## config.mk

```make
export PLATFORM = sky130hd
export DESIGN_NAME = controle_contador
export DESIGN_NICKNAME = d
export VERILOG_FILES = /design/src/rtl/controle_contador.sv
export SDC_FILE = /design/constraint.sdc
export NUM_CORES = 1
export LEC_CHECK = 0
export ABC_AREA = 1
export BUFFER_PORTS_ARGS = -buffer_cell sky130_fd_sc_hd__buf_2
export CAP_MARGIN = 0
export CORE_MARGIN = 2
export CORE_UTILIZATION = 40
export CTS_CLUSTER_SIZE = 28
export DETAILED_ROUTE_END_ITERATION = 6
export PLACE_DENSITY_LB_ADDON = 0.08
export SYNTH_ARGS = -nofsm -noshare
export SYNTH_HDL_FRONTEND = slang
export SYNTH_SLANG_ARGS = --single-unit
```

## constraint.sdc

```tcl
create_clock -name clk -period 0.9 [get_ports clk]
set_input_delay 0.09 -clock clk [delete_from_list [all_inputs] [get_ports clk]]
set_output_delay 0.09 -clock clk [all_outputs]
set_load 0.02 [all_outputs]
```

## src/rtl/controle_contador.sv

```systemverilog
// rtl/controle_contador.sv - sequencing controller for the time-selection down-counter
// Latches the mode preset, divides clk into count ticks, and steers the counter's load/clear/count controls.
module controle_contador #(
    parameter int TICK_DIV = 4
) (
    input  logic       clk,
    input  logic       reset,
    input  logic       V,
    input  logic       Q,
    input  logic       start,
    input  logic       pause_n,
    input  logic       restart_n,
    input  logic       count_zero,
    output logic [4:0] S,
    output logic       load_permission,
    output logic       clear_permission,
    output logic       count_permission,
    output logic       done,
    output logic [2:0] estado
);

    localparam int PW = (TICK_DIV > 1) ? $clog2(TICK_DIV) : 1;
    localparam logic [PW-1:0] PRESC_LAST = PW'(TICK_DIV - 1);

    typedef enum logic [2:0] {
        IDLE   = 3'd0,
        LOAD   = 3'd1,
        COUNT  = 3'd2,
        PAUSED = 3'd3,
        DONE   = 3'd4,
        CLEAR  = 3'd5
    } state_t;

    state_t        state_q, state_d;
    logic [PW-1:0] presc_q, presc_d;
    logic [4:0]    s_q;
    logic          load_q, clear_n_q, done_q;
    logic [4:0]    preset;
    logic          preset_valid;
    logic          latch_s;

    always_comb begin
        preset = 5'd0;
        case ({V, Q})
            2'b01:   preset = 5'd14;
            2'b10:   preset = 5'd24;
            default: preset = 5'd0;
        endcase
    end

    assign preset_valid = (preset != 5'd0);

    always_comb begin
        state_d = state_q;
        presc_d = presc_q;
        latch_s = 1'b0;
        if (!restart_n) begin
            state_d = CLEAR;
        end else begin
            case (state_q)
                IDLE, DONE: begin
                    if (start && preset_valid) begin
                        state_d = LOAD;
                        latch_s = 1'b1;
                    end
                end
                LOAD: begin
                    state_d = COUNT;
                    presc_d = '0;
                end
                COUNT: begin
                    if (count_zero) begin
                        state_d = DONE;
                    end else if (!pause_n) begin
                        state_d = PAUSED;
                    end
                end
                PAUSED: begin
                    if (pause_n) begin
                        state_d = COUNT;
                    end
                end
                CLEAR:   state_d = IDLE;
                default: state_d = IDLE;
            endcase
        end
        // The release cycle out of PAUSED also advances the prescaler, so only paused cycles are skipped.
        if ((state_q == COUNT || state_q == PAUSED) && pause_n && restart_n) begin
            presc_d = (presc_q == PRESC_LAST) ? '0 : presc_q + 1'b1;
        end
    end

    always_ff @(posedge clk or posedge reset) begin
        if (reset) begin
            state_q   <= IDLE;
            presc_q   <= '0;
            s_q       <= 5'd0;
            load_q    <= 1'b0;
            clear_n_q <= 1'b1;
            done_q    <= 1'b0;
        end else begin
            state_q   <= state_d;
            presc_q   <= presc_d;
            if (latch_s) begin
                s_q <= preset;
            end
            load_q    <= (state_d == LOAD);
            clear_n_q <= (state_d != CLEAR);
            done_q    <= (state_d == DONE);
        end
    end

    assign S                = s_q;
    assign load_permission  = load_q;
    assign clear_permission = clear_n_q;
    assign done             = done_q;
    assign estado           = state_q;
    assign count_permission = (state_q == COUNT) && (presc_q == PRESC_LAST) && pause_n
                              && restart_n && !count_zero;

endmodule

```

==> impl_results.md <==
* Root Buffer: clkbuf_4
* Die width at ~42 um
* # IOs at 20
* HPWL Detailed at a little under 1000 um
* Die H at roughly 42 um
* DR DRC count at 0
* Syn_nets at just under 80
* Clk buf depth at 2
* Required time of the critical path at 0.81 ns
* Post-Syn Area at roughly 560 sq um
* Tcrit/Tclk final at 151%
* Synth Area per Inst at around 8.3 sq um
* Die ar. at between 1500 and 2000 sq um
* Clk pin slew, worst setup/hold paths at 0.07 ns
* Fill count at between 90 and 100
* DR pass1 iterations at 4
* Synth warn at 0
* Total CTS buffers at 3
* H-tree levels at 1
* RSZ-0062 raised after global routing: yes
* Ranking of synthesized cells by area: dfrtp_1 (44%), nand2_1 (11%), ha_1 (6.7%)
* Skew-Pair Late Insertion Delay at 0.28 ns
* Max cap viols at 0
* Dpl cells at approximately 110
* Detail Route Antenna Nets at 0
* Net Sw Frac at 32.3%
* Sequential power share at a little over two fifths
* Non-filler cells, final at around 120
* Core Box Area at 1300 sq um
* Crit path DAT at between 1 and 1.5 ns
* Pint at 0.945 mW
* Max Clk Rate at approximately 730 MHz
* NetSw at roughly 0.45 mW
* Via count at approximately 570
* Static leakage at around 0.50 nW
* Maximum vdd drop at about 0.73 mV
* DR WL/cell at 12.5 um
* First-pass GRT wire length at around 2300 um
* Sequential fraction of the synthesis area at 49.1%
* Startpoint Class: flip-flop
* Hold Crit Depth at 2
* Routability cong. at around 0.89
* Register-to-Register Path Depth at 6
* Share of cells above drive strength 1 at about 56%
* Vias in the first global route at around 530
* Global route total overflow at 0
* WL final at approximately 1500 um
* Final Net Count at roughly 110
* CTS tree: built
* Pin count of the biggest net entering global routing at 12
* Final setup TNS at -2.83 ns
* Final worst setup slack at -0.463 ns
* IO Port Bufs at 18
* Initial Utilization at a little over two fifths
* Failing checks: negative setup slack
* Combinational share of power at between 30 and 40%
* Power density over cell area at about 1500 nW/um^2
* Register bit total from synthesis at 11
* Crit end category: primary output
* DR vias/cell at slightly below 5
* Cell variety after synth at 17
* CTS sink count at 11
* Power share of the clock group at 25.7%
* Cells after Synth at between 60 and 70
* DRT iter0 DRCs at 8
* Status: finished with violations
* Total Routing Usage GR at between 15 and 20%
* Fin. Hold Viols at 0
* Rows at 13
* Critical path fanouts, max at 2
* Final min period at 1.36 ns
* Antenna violations before repair at 0
* Setup violators final at 17
* Post-synth top area cell: dfrtp_1
* Hold Path Class: in2reg
* Critical setup path kind: reg2out
* Design Power at 1.40 mW
* Fin. max-slew vios at 0
* Antenna Diode Count at 0
* Worst clock skew at around 0.00080 ns
* Area fraction of the dominant cell type after synthesis at 44.4%
* Layout area overhead at 68.7%
==> power groups by stage <==
stage	Clock, mW	Sequential (mW)	Combinational, mW
2_1_floorplan	0	0.644	0.131
3_3_place_gp	0	0.586	0.315
3_5_place_dp	0	0.585	0.319
4_1_cts	0.353	0.576	0.415
5_1_grt	0.401	0.586	0.492
6_report	0.358	0.580	0.457
==> per-layer routing <==
| metal | vias up | wire (um) | GRT usage [%] |
|---|---|---|---|
| li1 | 278 | - | - |
| met1 | 273 | 578 | 20.5 |
| met2 | 13 | 769 | 30.3 |
| met3 | 3 | 86 | 5.65 |
| met4 | 0 | 19 | 8.39 |
| met5 | - | 0 | 0 |
==> cells in the mapped netlist <==
cell type,number
a211oi_1,1
buf_4,2
clkbuf_1,1
conb_1,1
dfrtp_1,10
dfstp_2,1
ha_1,3
inv_1,9
inv_2,3
nand2_1,16
nand3_1,5
nand4_1,4
nor2_1,8
nor2_2,1
nor3_1,1
nor3_4,1
or2_1,1
==> critical path, cell delays in order, from the launching register on <==
cell     delay, ns
dfrtp_2       0.43
nor2_2        0.13
nand4_1       0.14
nor3_4        0.15
buf_6         0.14
==> flip-flops by register name, summed over array words and instances (netlist names) <==
register and flops:
load_permission 1, presc_q 2, done 1, estado 3, S 3, clear_permission 1
==> logic make-up after synthesis <==
logic type | count (synthesis) | share of synthesized area (%)
compound gates | 1 | 1.33
flops | 11 | 49.1
other cells | 1 | 0.666
buf+inv | 15 | 11.3
fa+ha+maj | 3 | 6.67
simple gates | 37 | 30.9
==> timing repair <==
| item | in CTS | in global routing |
|---|---|---|
| setup endpoints to repair | 18 | 21 |
| hold buffers | 1 | 0 |
| hold endpoints to repair | 10 | 0 |
| pin swaps | 3 | 9 |
| buffers inserted | 4 | 3 |
| resized for setup | 21 | 18 |
==> per-stage QoR <==
step	cell area (sq um)	utilization (%)	hold WS (ns)	setup WS (ns)
CTS	907	69.7	0.0733	-0.445
floorplan	601	-	-0.0585	-0.169
finish	950	73.0	0.0681	-0.463
global placement	771	59.2	0.101	-0.183
detailed placement	771	59.2	0.107	-0.180
global route	950	73.0	0.0623	-0.558
==> cell usage in the layout, fill, tap and decap left out <==
| cell type | count |
|---|---|
| nand2_1 | 14 |
| buf_6 | 14 |
| buf_4 | 8 |
| dfrtp_1 | 7 |
| buf_2 | 7 |
| inv_2 | 6 |
| inv_1 | 6 |
| nor2_1 | 5 |
| nand4_1 | 4 |
| nand3_2 | 4 |
| ha_1 | 3 |
| clkbuf_4 | 3 |
| dfrtp_2 | 3 |
| nor3_4 | 2 |
| nor2_4 | 2 |
| nor2_2 | 2 |
| nand2_2 | 2 |
| nand3_1 | 1 |
| a211oi_2 | 1 |
| or2_1 | 1 |
| conb_1 | 1 |
| dfstp_2 | 1 |
| clkbuf_1 | 1 |
| dlygate4sd3_1 | 1 |
| buf_8 | 1 |
| buf_12 | 1 |
==> final cells by class <==
cell class / count / area (sq um) / share of cell area [%]
clock buffer: 4 / 26.3 / 2.77
inverter: 12 / 45.0 / 4.74
multi-input combinational: 42 / 282 / 29.6
sequential: 11 / 280 / 29.5
tap: 15 / 18.8 / 1.98
timing repair buffer: 32 / 298 / 31.4
==> worst paths after layout <==
check | from | end | slack, ns
min | count_zero | estado[1] | 0.07
min reg2reg | S[3] | S[3] | 0.49
max reg2reg | estado[0] | done | -0.23
max in group asynchronous | reset | clear_permission | 0.22
min in group asynchronous | reset | done | 0.35
max | estado[0] | count_permission | -0.46
(Power assumes the default switching activity.)
